`config.mk`:
```
export PLATFORM = sky130hd
export DESIGN_NAME = video_timing_ctrl
export DESIGN_NICKNAME = d
export VERILOG_FILES = /design/src/rtl/video_timing_pkg.sv /design/src/rtl/sync_delay_line.sv /design/src/rtl/video_timing_ctrl.sv
export SDC_FILE = /design/constraint.sdc
export NUM_CORES = 1
export LEC_CHECK = 0
export CELL_PAD_IN_SITES_DETAIL_PLACEMENT = 1
export CELL_PAD_IN_SITES_GLOBAL_PLACEMENT = 2
export CORE_ASPECT_RATIO = 1.75
export CORE_MARGIN = 8
export CORE_UTILIZATION = 25
export CTS_BUF_LIST = sky130_fd_sc_hd__clkbuf_4 sky130_fd_sc_hd__clkbuf_8
export DETAILED_ROUTE_END_ITERATION = 8
export GPL_TIMING_DRIVEN = 0
export PLACE_DENSITY = 0.72
export SLEW_MARGIN = 5
export SYNTH_ARGS = -nofsm -noshare
export SYNTH_HDL_FRONTEND = slang
export SYNTH_SLANG_ARGS = --single-unit
```
`constraint.sdc`:
```
create_clock -name clk_pixel -period 2.9 [get_ports clk_pixel]
set_clock_uncertainty 0.1 [all_clocks]
set_input_delay 0.435 -clock clk_pixel [delete_from_list [all_inputs] [get_ports clk_pixel]]
set_output_delay 0.435 -clock clk_pixel [all_outputs]
set_load 0.01 [all_outputs]
```
`src/rtl/video_timing_pkg.sv`:
```
// video_timing_pkg: shared types and constants for the raster timing block.
// Holds the sequencer state enum, the test-pattern selector enum, the 720p60
// default timing set and the colour-bar RGB table.
package video_timing_pkg;

    // Sequencer states: IDLE holds everything at zero, RUN counts, DRAIN counts
    // until the current frame ends.
    typedef enum logic [1:0] {
        IDLE  = 2'd0,
        RUN   = 2'd1,
        DRAIN = 2'd2
    } state_e;

    // Test-pattern selector encoding (only used when the pattern generator is built).
    typedef enum logic [1:0] {
        PAT_BARS    = 2'd0,
        PAT_RAMP    = 2'd1,
        PAT_CHECKER = 2'd2,
        PAT_WHITE   = 2'd3
    } pattern_e;

    // 1280x720 @ 60 Hz timing.
    localparam int H_ACTIVE_720 = 1280;
    localparam int H_FP_720     = 110;
    localparam int H_SYNC_720   = 40;
    localparam int H_BP_720     = 220;
    localparam int V_ACTIVE_720 = 720;
    localparam int V_FP_720     = 5;
    localparam int V_SYNC_720   = 5;
    localparam int V_BP_720     = 20;
    localparam int FPS_720      = 60;

    // Counter widths are fixed by the output ports.
    localparam int HCOUNT_W = 11;
    localparam int VCOUNT_W = 10;
    localparam int FCOUNT_W = 6;

    // Colour bars left to right: index 0 is the leftmost bar (white).
    localparam logic [7:0][23:0] BAR_RGB = {
        24'h000000,   // 7 black
        24'h0000FF,   // 6 blue
        24'hFF0000,   // 5 red
        24'hFF00FF,   // 4 magenta
        24'h00FF00,   // 3 green
        24'h00FFFF,   // 2 cyan
        24'hFFFF00,   // 1 yellow
        24'hFFFFFF    // 0 white
    };

endpackage

```
`src/rtl/sync_delay_line.sv`:
```
// sync_delay_line: DEPTH x WIDTH shift register with synchronous active-high
// reset. DEPTH = 0 degenerates to a combinational pass-through.
module sync_delay_line
    import video_timing_pkg::*;
#(
    parameter int DEPTH = 4,
    parameter int WIDTH = 3
) (
    input  logic             i_clk,
    input  logic             i_rst,
    input  logic [WIDTH-1:0] i_data,
    output logic [WIDTH-1:0] o_data
);

    if (DEPTH == 0) begin : g_pass
        // Clock and reset have no job in the pass-through form.
        logic w_unused_ctrl;
        assign w_unused_ctrl = i_clk ^ i_rst;
        assign o_data        = i_data;
    end else begin : g_shift
        logic [WIDTH-1:0] r_stage [DEPTH];

        // Shift the sync bundle one stage per clock; reset clears every stage.
        always_ff @(posedge i_clk) begin
            if (i_rst) begin
                for (int i = 0; i < DEPTH; i++) begin
                    r_stage[i] <= '0;
                end
            end else begin
                r_stage[0] <= i_data;
                for (int i = 1; i < DEPTH; i++) begin
                    r_stage[i] <= r_stage[i-1];
                end
            end
        end

        assign o_data = r_stage[DEPTH-1];
    end

endmodule

```
`src/rtl/video_timing_ctrl.sv`:
```
// video_timing_ctrl: pixel-clock raster sequencer (hcount/vcount, syncs,
// active_draw, new_frame, frame_count) with an IDLE/RUN/DRAIN start-stop FSM
// that only stops on a frame boundary, plus PIPE_DELAY-delayed sync copies.
// Optional macro TEST_PATTERN_EN adds pattern_sel and a registered RGB
// test-pattern generator.
module video_timing_ctrl
    import video_timing_pkg::*;
#(
    parameter int H_ACTIVE   = H_ACTIVE_720,
    parameter int H_FP       = H_FP_720,
    parameter int H_SYNC     = H_SYNC_720,
    parameter int H_BP       = H_BP_720,
    parameter int V_ACTIVE   = V_ACTIVE_720,
    parameter int V_FP       = V_FP_720,
    parameter int V_SYNC     = V_SYNC_720,
    parameter int V_BP       = V_BP_720,
    parameter int FPS        = FPS_720,
    parameter int PIPE_DELAY = 4
) (
    input  logic                clk_pixel,
    input  logic                sys_rst_pixel,
    input  logic                enable,
`ifdef TEST_PATTERN_EN
    input  logic [1:0]          pattern_sel,
    output logic [7:0]          red,
    output logic [7:0]          green,
    output logic [7:0]          blue,
`endif
    output logic [HCOUNT_W-1:0] hcount,
    output logic [VCOUNT_W-1:0] vcount,
    output logic                active_draw,
    output logic                hsync,
    output logic                vsync,
    output logic                new_frame,
    output logic [FCOUNT_W-1:0] frame_count,
    output logic                running,
    output logic                hsync_hdmi,
    output logic                vsync_hdmi,
    output logic                active_draw_hdmi
);

    localparam int H_TOTAL = H_ACTIVE + H_FP + H_SYNC + H_BP;
    localparam int V_TOTAL = V_ACTIVE + V_FP + V_SYNC + V_BP;

    // A timing set that does not fit the port widths cannot be built.
    if ((H_TOTAL > (1 << HCOUNT_W)) || (V_TOTAL > (1 << VCOUNT_W)) ||
        (FPS < 1) || (FPS > (1 << FCOUNT_W))) begin : g_cfg_error
        $error("video_timing_ctrl: timing totals or FPS exceed counter widths");
    end

    localparam logic [HCOUNT_W-1:0] H_LAST  = HCOUNT_W'(H_TOTAL - 1);
    localparam logic [HCOUNT_W-1:0] H_ACT   = HCOUNT_W'(H_ACTIVE);
    localparam logic [HCOUNT_W-1:0] H_SS    = HCOUNT_W'(H_ACTIVE + H_FP);
    localparam logic [HCOUNT_W-1:0] H_SE    = HCOUNT_W'(H_ACTIVE + H_FP + H_SYNC);
    localparam logic [VCOUNT_W-1:0] V_LAST  = VCOUNT_W'(V_TOTAL - 1);
    localparam logic [VCOUNT_W-1:0] V_ACT   = VCOUNT_W'(V_ACTIVE);
    localparam logic [VCOUNT_W-1:0] V_SS    = VCOUNT_W'(V_ACTIVE + V_FP);
    localparam logic [VCOUNT_W-1:0] V_SE    = VCOUNT_W'(V_ACTIVE + V_FP + V_SYNC);
    localparam logic [FCOUNT_W-1:0] FC_LAST = FCOUNT_W'(FPS - 1);

    state_e                r_state;
    logic [HCOUNT_W-1:0]   r_hcount;
    logic [VCOUNT_W-1:0]   r_vcount;
    logic                  r_hsync;
    logic                  r_vsync;
    logic                  r_active;
    logic                  r_new_frame;
    logic [FCOUNT_W-1:0]   r_frame_count;
    logic                  r_running;

    state_e                w_next_state;
    logic [HCOUNT_W-1:0]   w_next_h;
    logic [VCOUNT_W-1:0]   w_next_v;
    logic                  w_at_last;
    logic                  w_run_n;
    logic                  w_hsync_n;
    logic                  w_vsync_n;
    logic                  w_active_n;
    logic                  w_new_frame_n;
    logic [2:0]            w_hdmi;

    assign w_at_last = (r_hcount == H_LAST) && (r_vcount == V_LAST);

    // Next state and next raster position; outputs are decoded from these so
    // every registered output lines up with the hcount/vcount it is shown with.
    always_comb begin
        w_next_state = IDLE;
        w_next_h     = '0;
        w_next_v     = '0;
        case (r_state)
            IDLE: begin
                if (enable) begin
                    w_next_state = RUN;
                end else begin
                    w_next_state = IDLE;
                end
            end
            RUN, DRAIN: begin
                if (w_at_last) begin
                    // Frame boundary: keep going only if still requested.
                    if (enable) begin
                        w_next_state = RUN;
                    end else begin
                        w_next_state = IDLE;
                    end
                end else begin
                    if (enable) begin
                        w_next_state = RUN;
                    end else begin
                        w_next_state = DRAIN;
                    end
                    if (r_hcount == H_LAST) begin
                        w_next_v = r_vcount + VCOUNT_W'(1);
                    end else begin
                        w_next_h = r_hcount + HCOUNT_W'(1);
                        w_next_v = r_vcount;
                    end
                end
            end
            default: begin
                w_next_state = IDLE;
            end
        endcase
    end

    assign w_run_n       = (w_next_state != IDLE);
    assign w_hsync_n     = w_run_n && (w_next_h >= H_SS) && (w_next_h < H_SE);
    assign w_vsync_n     = w_run_n && (w_next_v >= V_SS) && (w_next_v < V_SE);
    assign w_active_n    = w_run_n && (w_next_h < H_ACT) && (w_next_v < V_ACT);
    assign w_new_frame_n = w_run_n && (w_next_h == H_ACT) && (w_next_v == V_ACT);

    // Sequencer FSM, raster counters and registered timing outputs.
    always_ff @(posedge clk_pixel) begin
        if (sys_rst_pixel) begin
            r_state       <= IDLE;
            r_hcount      <= '0;
            r_vcount      <= '0;
            r_hsync       <= 1'b0;
            r_vsync       <= 1'b0;
            r_active      <= 1'b0;
            r_new_frame   <= 1'b0;
            r_frame_count <= '0;
            r_running     <= 1'b0;
        end else begin
            r_state     <= w_next_state;
            r_hcount    <= w_next_h;
            r_vcount    <= w_next_v;
            r_hsync     <= w_hsync_n;
            r_vsync     <= w_vsync_n;
            r_active    <= w_active_n;
            r_new_frame <= w_new_frame_n;
            r_running   <= w_run_n;
            if (w_new_frame_n) begin
                if (r_frame_count == FC_LAST) begin
                    r_frame_count <= '0;
                end else begin
                    r_frame_count <= r_frame_count + FCOUNT_W'(1);
                end
            end else begin
                r_frame_count <= r_frame_count;
            end
        end
    end

    sync_delay_line #(
        .DEPTH (PIPE_DELAY),
        .WIDTH (3)
    ) u_sync_delay (
        .i_clk  (clk_pixel),
        .i_rst  (sys_rst_pixel),
        .i_data ({r_hsync, r_vsync, r_active}),
        .o_data (w_hdmi)
    );

    assign hcount           = r_hcount;
    assign vcount           = r_vcount;
    assign active_draw      = r_active;
    assign hsync            = r_hsync;
    assign vsync            = r_vsync;
    assign new_frame        = r_new_frame;
    assign frame_count      = r_frame_count;
    assign running          = r_running;
    assign hsync_hdmi       = w_hdmi[2];
    assign vsync_hdmi       = w_hdmi[1];
    assign active_draw_hdmi = w_hdmi[0];

`ifdef TEST_PATTERN_EN
    localparam logic [HCOUNT_W-1:0] H_BAR_W = HCOUNT_W'(H_ACTIVE / 8);

    logic [2:0]  w_bar_idx;
    logic [23:0] w_rgb_n;
    logic [23:0] r_rgb;

    assign w_bar_idx = 3'(w_next_h / H_BAR_W);

    // Pattern pixel for the next raster position; black outside active video.
    always_comb begin
        w_rgb_n = 24'h000000;
        if (w_active_n) begin
            case (pattern_e'(pattern_sel))
                PAT_BARS:    w_rgb_n = BAR_RGB[w_bar_idx];
                PAT_RAMP:    w_rgb_n = {3{w_next_h[7:0]}};
                PAT_CHECKER: w_rgb_n = (w_next_h[5] ^ w_next_v[5]) ? 24'hFFFFFF : 24'h000000;
                PAT_WHITE:   w_rgb_n = 24'hFFFFFF;
                default:     w_rgb_n = 24'h000000;
            endcase
        end else begin
            w_rgb_n = 24'h000000;
        end
    end

    // Register the pattern pixel alongside the timing outputs.
    always_ff @(posedge clk_pixel) begin
        if (sys_rst_pixel) begin
            r_rgb <= 24'h000000;
        end else begin
            r_rgb <= w_rgb_n;
        end
    end

    assign red   = r_rgb[23:16];
    assign green = r_rgb[15:8];
    assign blue  = r_rgb[7:0];
`endif

endmodule

```
== Word-level counts from Yosys, hierarchy flattened ==
Memory sizes are Yosys's and may differ from the RTL's.
Cells that the tools add are included.

* Input bits: 3
* Memory bits (writable): 12
* Memories kept: 1
* Bits in registers: 34
* Output and inout bits: 35

* $lt $le $gt $ge: 6
* Multiplexer cells: 18
* Equality and inequality tests: 7
* Bitwise operators: 4
* Add/subtract/negate cells: 3
* Reduce and logical (&&, ||, !) cells: 12

{| class="wikitable"
|+ Memory list
! memory !! words !! width !! rd ports !! clocked after Yosys merged registers in !! write ports !! line !! RTL
|-
| u_sync_delay.g_shift.r_stage || 4 || 3 || 4 || 0 || 4 || sync_delay_line.sv:21 || <nowiki>logic [WIDTH-1:0] r_stage [DEPTH];</nowiki>
|}

{| class="wikitable"
|+ Operator list
! cell !! number
|-
| $mux 11 || 3
|-
| $mux 10 || 3
|-
| $eq 11x11->1 const B || 2
|-
| $lt 11x11->1 const B || 2
|-
| $eq 10x10->1 const B || 2
|-
| $lt 10x10->1 const B || 2
|-
| $mux 3 || 4
|-
| $add 11x1->11 const B || 1
|-
| $ge 11x11->1 const B || 1
|-
| $add 10x1->10 const B || 1
|-
| $ge 10x10->1 const B || 1
|-
| $logic_and 1x1->1 || 9
|-
| $add 6x1->6 const B || 1
|-
| $eq 6x6->1 const B || 1
|-
| $mux 6 || 1
|-
| $mux 1 || 4
|-
| $mux 2 || 2
|-
| $or 1x1->1 || 4
|-
| $pmux 2 s2 || 1
|-
| $eq 2x1->1 const B || 1
|-
| $eq 2x2->1 const B || 1
|-
| $logic_not 2->1 || 1
|-
| $reduce_bool 2->1 || 1
|-
| $reduce_or 2->1 || 1
|}

== Longest topological paths before layout ==
* Depth after elaboration: 7
* Mapped depth: 11

== By module ==
A second synthesis with hierarchy kept.

* Cells, all modules: 330
* Area, all modules: 2795.2 um^2

{| class="wikitable"
|+ By module, submodules not included
! module !! area each (um^2) !! cells each !! times used !! sequential area each (um^2)
|-
| video_timing_ctrl || 2428.6 || 305 || 1 || 680.7
|-
| sync_delay_line || 366.6 || 25 || 1 || 240.2
|}

== Worst setup path after synthesis ==
Ideal clock, no wire load.

* Path type: register -> register
* Start point: reg r_hcount[0] (netlist: hcount[0])
* End point: reg r_frame_count[0] (netlist: frame_count[0])
* Slack: -0.151 ns
* Clock period less this slack: 3.051 ns
* Arrival time: 2.882 ns
* Stages on the path, launching flop included: 11
* Cell sequence: dfxtp_1 -> ha_1 -> nand4bb_4 -> or3_1 -> buf_6 -> o21ai_4 -> o2bb2ai_1 -> or4_1 -> clkbuf_2 -> or4_1 -> a21oi_1

* Cells in the longest elaborated chain, start to end: 7

{| class="wikitable"
|+ RTL lines
! element !! line !! RTL
|-
| from (decl) || video_timing_ctrl.sv:62 || <nowiki>logic [HCOUNT_W-1:0] r_hcount;</nowiki>
|-
| from (signal assigned) || video_timing_ctrl.sv:146 || <nowiki>r_hcount <= w_next_h;</nowiki>
|-
| $add 11x1->11 or $eq 11x11->1 (tied branches) || video_timing_ctrl.sv:115, video_timing_ctrl.sv:82, video_timing_ctrl.sv:112 ||
|-
| $mux 11 or $logic_and 1x1->1 (tied branches) || video_timing_ctrl.sv:112, video_timing_ctrl.sv:82 ||
|-
| $mux 11 or $mux 2 (tied branches) || video_timing_ctrl.sv:99 || <nowiki>if (w_at_last) begin</nowiki>
|-
| $mux 11 or $pmux 2 s2 (tied branches) || video_timing_ctrl.sv:90 || <nowiki>case (r_state)</nowiki>
|-
| $eq 11x11->1 or $reduce_bool 2->1 (tied branches) || video_timing_ctrl.sv:130, video_timing_ctrl.sv:126 ||
|-
| $logic_and 1x1->1 || video_timing_ctrl.sv:130 || <nowiki>assign w_new_frame_n = w_run_n && (w_next_h == H_ACT) && (w_next_v == V_ACT);</nowiki>
|-
| $logic_and 1x1->1 * || video_timing_ctrl.sv:130 ||
|-
| to (signal assigned) || video_timing_ctrl.sv:157 || <nowiki>r_frame_count <= r_frame_count + FCOUNT_W'(1);</nowiki>
|-
| to (signal assigned) || video_timing_ctrl.sv:160 || <nowiki>r_frame_count <= r_frame_count;</nowiki>
|-
| to (decl) || video_timing_ctrl.sv:68 || <nowiki>logic [FCOUNT_W-1:0] r_frame_count;</nowiki>
|}

Mark *: on every way between the ends. The rest lies on a longest branch, timed or not.
A chain may end at the register's enable or synchronous reset.

== Worst setup path after layout ==
* Start point: reg r_vcount[1] (netlist: vcount[1])
* End point: reg r_frame_count[0] (netlist: frame_count[0])

* Cells in the longest elaborated chain, start to end: 7

{| class="wikitable"
|+ RTL lines
! element !! line !! RTL
|-
| from (decl) || video_timing_ctrl.sv:63 || <nowiki>logic [VCOUNT_W-1:0] r_vcount;</nowiki>
|-
| from (signal assigned) || video_timing_ctrl.sv:147 || <nowiki>r_vcount <= w_next_v;</nowiki>
|-
| branches (longest 6 deep; another with $add 10x1->10) || - ||
|-
| $logic_and 1x1->1 * || video_timing_ctrl.sv:130 ||
|}

Every way passes the cells marked *.

==> summary.log <==
[grt] residual overflow from global routing 0
[synthesis] combined area of all synthesized cells 2402 µm²
[power_and_ir_drop] total power 1.142 mW
[routing] drt drc 0
[routing] wire length on met2 4078 µm
[layout] number of filler instances in the final layout 1114
[sta] number of hold-slack violations in the final timing report 0
[worst_setup_path] worst flop-to-flop path startpoint vcount[1]$_SDFF_PP0_
[synthesis] post-synthesis area per instance 8.704 µm²
[synthesis] count of state elements after synthesis 46
[run] number of max-cap violations 0
[layout] Ant. Diodes 0
[sta] Max-slew headroom 0.6102
[grt] wire length of the first global-routing pass 12230 µm
[worst_setup_path] crit-path max FO 6
[worst_setup_path] arrival time worst endpoint 3.04 ns
[power_and_ir_drop] Pwr Density 344.6 nW/µm²
[layout] layout-stage area growth over the synthesis result 37.92%
[grt] number of antenna violations at the first check in global routing 0
[routing] WL met3 200 µm
[routing] per-cell via count in the routed design 4.871
[layout] nets@finish 343
[clock_tree] Skew-Pair Late Insertion Delay 0.31 ns
[hold_path] sink of the worst hold path u_sync_delay.g_shift.r_stage[0][9]$_SDFF_PP0_
[layout] highest-count cells in the layout ignoring fill and taps 36 x dfxtp_1, 36 x clkdlybuf4s50_1, 29 x nor2_1
[sta] unrepaired setup endpoints after global routing true
[synthesis] FFs w/ async S/R, synth 0
[sta] Worst Tran Pin Value 0.5798 ns
[worst_setup_path] endpoint of the worst register-to-register path frame_count[0]$_SDFFE_PP0P_
[routing] DR WL/cell 16.16 µm
[worst_setup_path] required time at the worst-slack endpoint 3.05 ns
[floorplan] overall die height 145.7 µm
[floorplan] die width 90.10 µm
[worst_setup_path] CP startpoint kind flip-flop
[worst_setup_path] CP endpoint kind flip-flop
[floorplan] Boundary Pins 38
[sta] fin crit share 0.9960
[grt] vias in the first global route 2431
[placement] worst setup slack before clock tree synthesis -0.5149 ns
[clock_tree] count of hold buffers inserted by post-cts repair 0
[placement] # placed instances 434
[synthesis] Synth warnings 0
[worst_setup_path] cell count of the worst reg-to-reg path 9
[floorplan] Initial Utilization 0.2553
[clock_tree] Reg clk slew, reported paths 0.09 ns
[synthesis] EDFF count, synth 0
[synthesis] sequential element share of the synthesized area 0.3833
[routing] number of vias in the routed layout 2221
[synthesis] Yosys cell types 50
[clock_tree] number of buffers added by the clock tree synthesis step 5
[floorplan] Total Die Area 13130 µm²
[floorplan] Core Rows 47
[worst_setup_path] Setup Crit Path Kind flip-flop to flip-flop
[grt] overall track demand over capacity in global routing 0.1152
[clock_tree] number of sinks on the clock net 46
[routing] Iteration-0 DRC Markers 52
[worst_setup_path] Reg2Reg Setup Slack 0.01 ns
[placement] RePlAce Congestion 0.8192
[routing] met1 layer wirelength in the final routing 2852 µm
[hold_path] Min-Delay Path Class input port to flip-flop
[placement] number of I/O port buffers 36
[routing] total wire length 7367 µm
[sta] minimum setup slack in the final design 0.01151 ns
[power_and_ir_drop] worst IR drop on VDD 0.1382 mV
[sta] max-slew violations 0
[clock_tree] maximum number of buffers from clock root to sink 2
[hold_path] launch instance of the worst min-delay path sys_rst_pixel
[sta] setup violators final 0
[grt] maximum number of pins on one net before global-route repair 15
[clock_tree] H-tree levels 2
[synthesis] predominant post-synthesis flop cell dfxtp_1
[layout] Layout Cells excl Fill 456
[layout] total area of sequential cells 940.9 µm²
[hold_path] Cells on Worst Hold Path 2
[power_and_ir_drop] reported leakage power 1.094 nW
[sta] maximum frequency from static timing analysis 0.3462 GHz
[floorplan] Placeable Area 9409 µm²
[synthesis] synthesized net count 286
[placement] detailed placement HPWL 5401 µm
[layout] utilization of the core after routing 0.3521
[layout] fraction of layout cells with a size suffix above 1 0.2275
[sta] min Tclk post-route 2.888 ns
[clock_tree] CTS tree done
[layout] area of the multi-input gates 1509 µm²
[routing] top routing layer in use met4
[run_status] status finished, final reports clean
[clock_tree] root buffer cell clkbuf_8
[routing] post-route antenna net violation count 0
[routing] length of the first detailed-routing pass in iterations 4
[synthesis] synthesized netlist cell count 276
worst max-delay path, cell delays in order (launching register included):
cell and delay [ns]:
dfxtp_4 0.38, inv_4 0.07, ha_4 0.11, nand4_1 0.08
or4_4 0.57, o21ai_4 0.20, o2bb2ai_4 0.07, or4_4 0.57
or4_4 0.53, a21oi_2 0.14
power by group:
part / switching (mW) / internal, mW
Sequential: 0.00456 / 0.636
Clock: 0.231 / 0.180
Combinational: 0.0492 / 0.0407
Total: 0.285 / 0.856
synthesized netlist by cell type (2+ instances only):
cell type / n / share of area
nor4b_1: 2 / 0.0073
nand4_1: 11 / 0.029
nand2b_1: 2 / 0.0052
dfxtp_1: 46 / 0.38
o21ai_0: 11 / 0.023
buf_4: 3 / 0.0094
and4_1: 2 / 0.0073
xnor2_1: 12 / 0.044
and3_1: 6 / 0.016
a311oi_1: 2 / 0.0073
o31ai_1: 4 / 0.013
a31oi_1: 3 / 0.0078
a211oi_1: 4 / 0.013
buf_6: 4 / 0.019
clkbuf_1: 7 / 0.011
a211o_1: 2 / 0.0073
nor3_1: 10 / 0.021
nand3_1: 14 / 0.029
or2_2: 3 / 0.0078
ha_1: 7 / 0.036
nor2b_1: 16 / 0.042
or3_1: 2 / 0.0052
o211ai_1: 3 / 0.0094
xor2_1: 7 / 0.026
nand2_1: 11 / 0.017
and2_1: 3 / 0.0078
nand4bb_4: 2 / 0.023
a21oi_1: 13 / 0.027
nor2_1: 29 / 0.045
and4_2: 2 / 0.0083
or4_1: 2 / 0.0062
inv_1: 8 / 0.013
nor4_1: 6 / 0.016
metrics by stage:
stage	setup TNS [ns]	area (µm²)	hold slack [ns]
after CTS	-0.01063	3202	0.2139
after global routing	-0.06184	3313	0.2099
after detailed placement	-1.986	2925	0.3253
after floorplan	0	2412	0.3138
final	0	3313	0.2251
after global placement	-2.146	2925	0.3191
state kept, by name, indices dropped and copies added (netlist names):
signal,count
hcount,11
r_state,2
hsync,1
vcount,10
vsync,1
frame_count,6
new_frame,1
running,1
u_sync_delay.g_shift.r_stage,12
active_draw,1
cell families after synthesis:
family | count (synthesis) | share of synthesized area
buf+inv | 24 | 0.05573
xor+xnor | 19 | 0.06927
mux | 1 | 0.004167
flops | 46 | 0.3833
simple gates | 132 | 0.3240
compound gates | 47 | 0.1271
fa+ha+maj | 7 | 0.03646
worst max path at each step:
stage                                     from                     endpoint  slack [ns]  cells after the start
after global routing      vcount[1]$_SDFF_PP0_  frame_count[0]$_SDFFE_PP0P_       -0.05                      9
final                     vcount[1]$_SDFF_PP0_  frame_count[0]$_SDFFE_PP0P_        0.01                      9
after CTS                 hcount[1]$_SDFF_PP0_  frame_count[2]$_SDFFE_PP0P_       -0.01                     10
after global placement    hcount[1]$_SDFF_PP0_  frame_count[0]$_SDFFE_PP0P_       -0.54                      9
after floorplan           vcount[0]$_SDFF_PP0_  frame_count[0]$_SDFFE_PP0P_       0.009                      9
after detailed placement  hcount[1]$_SDFF_PP0_  frame_count[0]$_SDFFE_PP0P_       -0.51                      9
layout make-up:
| type | count | area share |
|---|---|---|
| Inverter | 8 | 0.009819 |
| Tap cell | 122 | 0.04607 |
| Multi-Input combinational cell | 206 | 0.4554 |
| Clock inverter | 2 | 0.004154 |
| Clock buffer | 6 | 0.02304 |
| Buffer | 15 | 0.03097 |
| Sequential cell | 46 | 0.2840 |
| Timing Repair Buffer | 51 | 0.1465 |
what timing repair did:
item                                    CTS  global route
resized for setup                        17            27
buffers inserted                         11             4
pin swaps                                 7            10
endpoints found under the setup margin    8             6
per-layer routing:
| layer | up-vias | global-route usage |
|---|---|---|
| met3 | 11 | 0.02376 |
| met4 | 0 | 0.06538 |
| met5 | - | 0 |
| li1 | 1097 | - |
| met2 | 30 | 0.2169 |
| met1 | 1083 | 0.1124 |
Note: power is estimated with default switching activity, not from simulation.
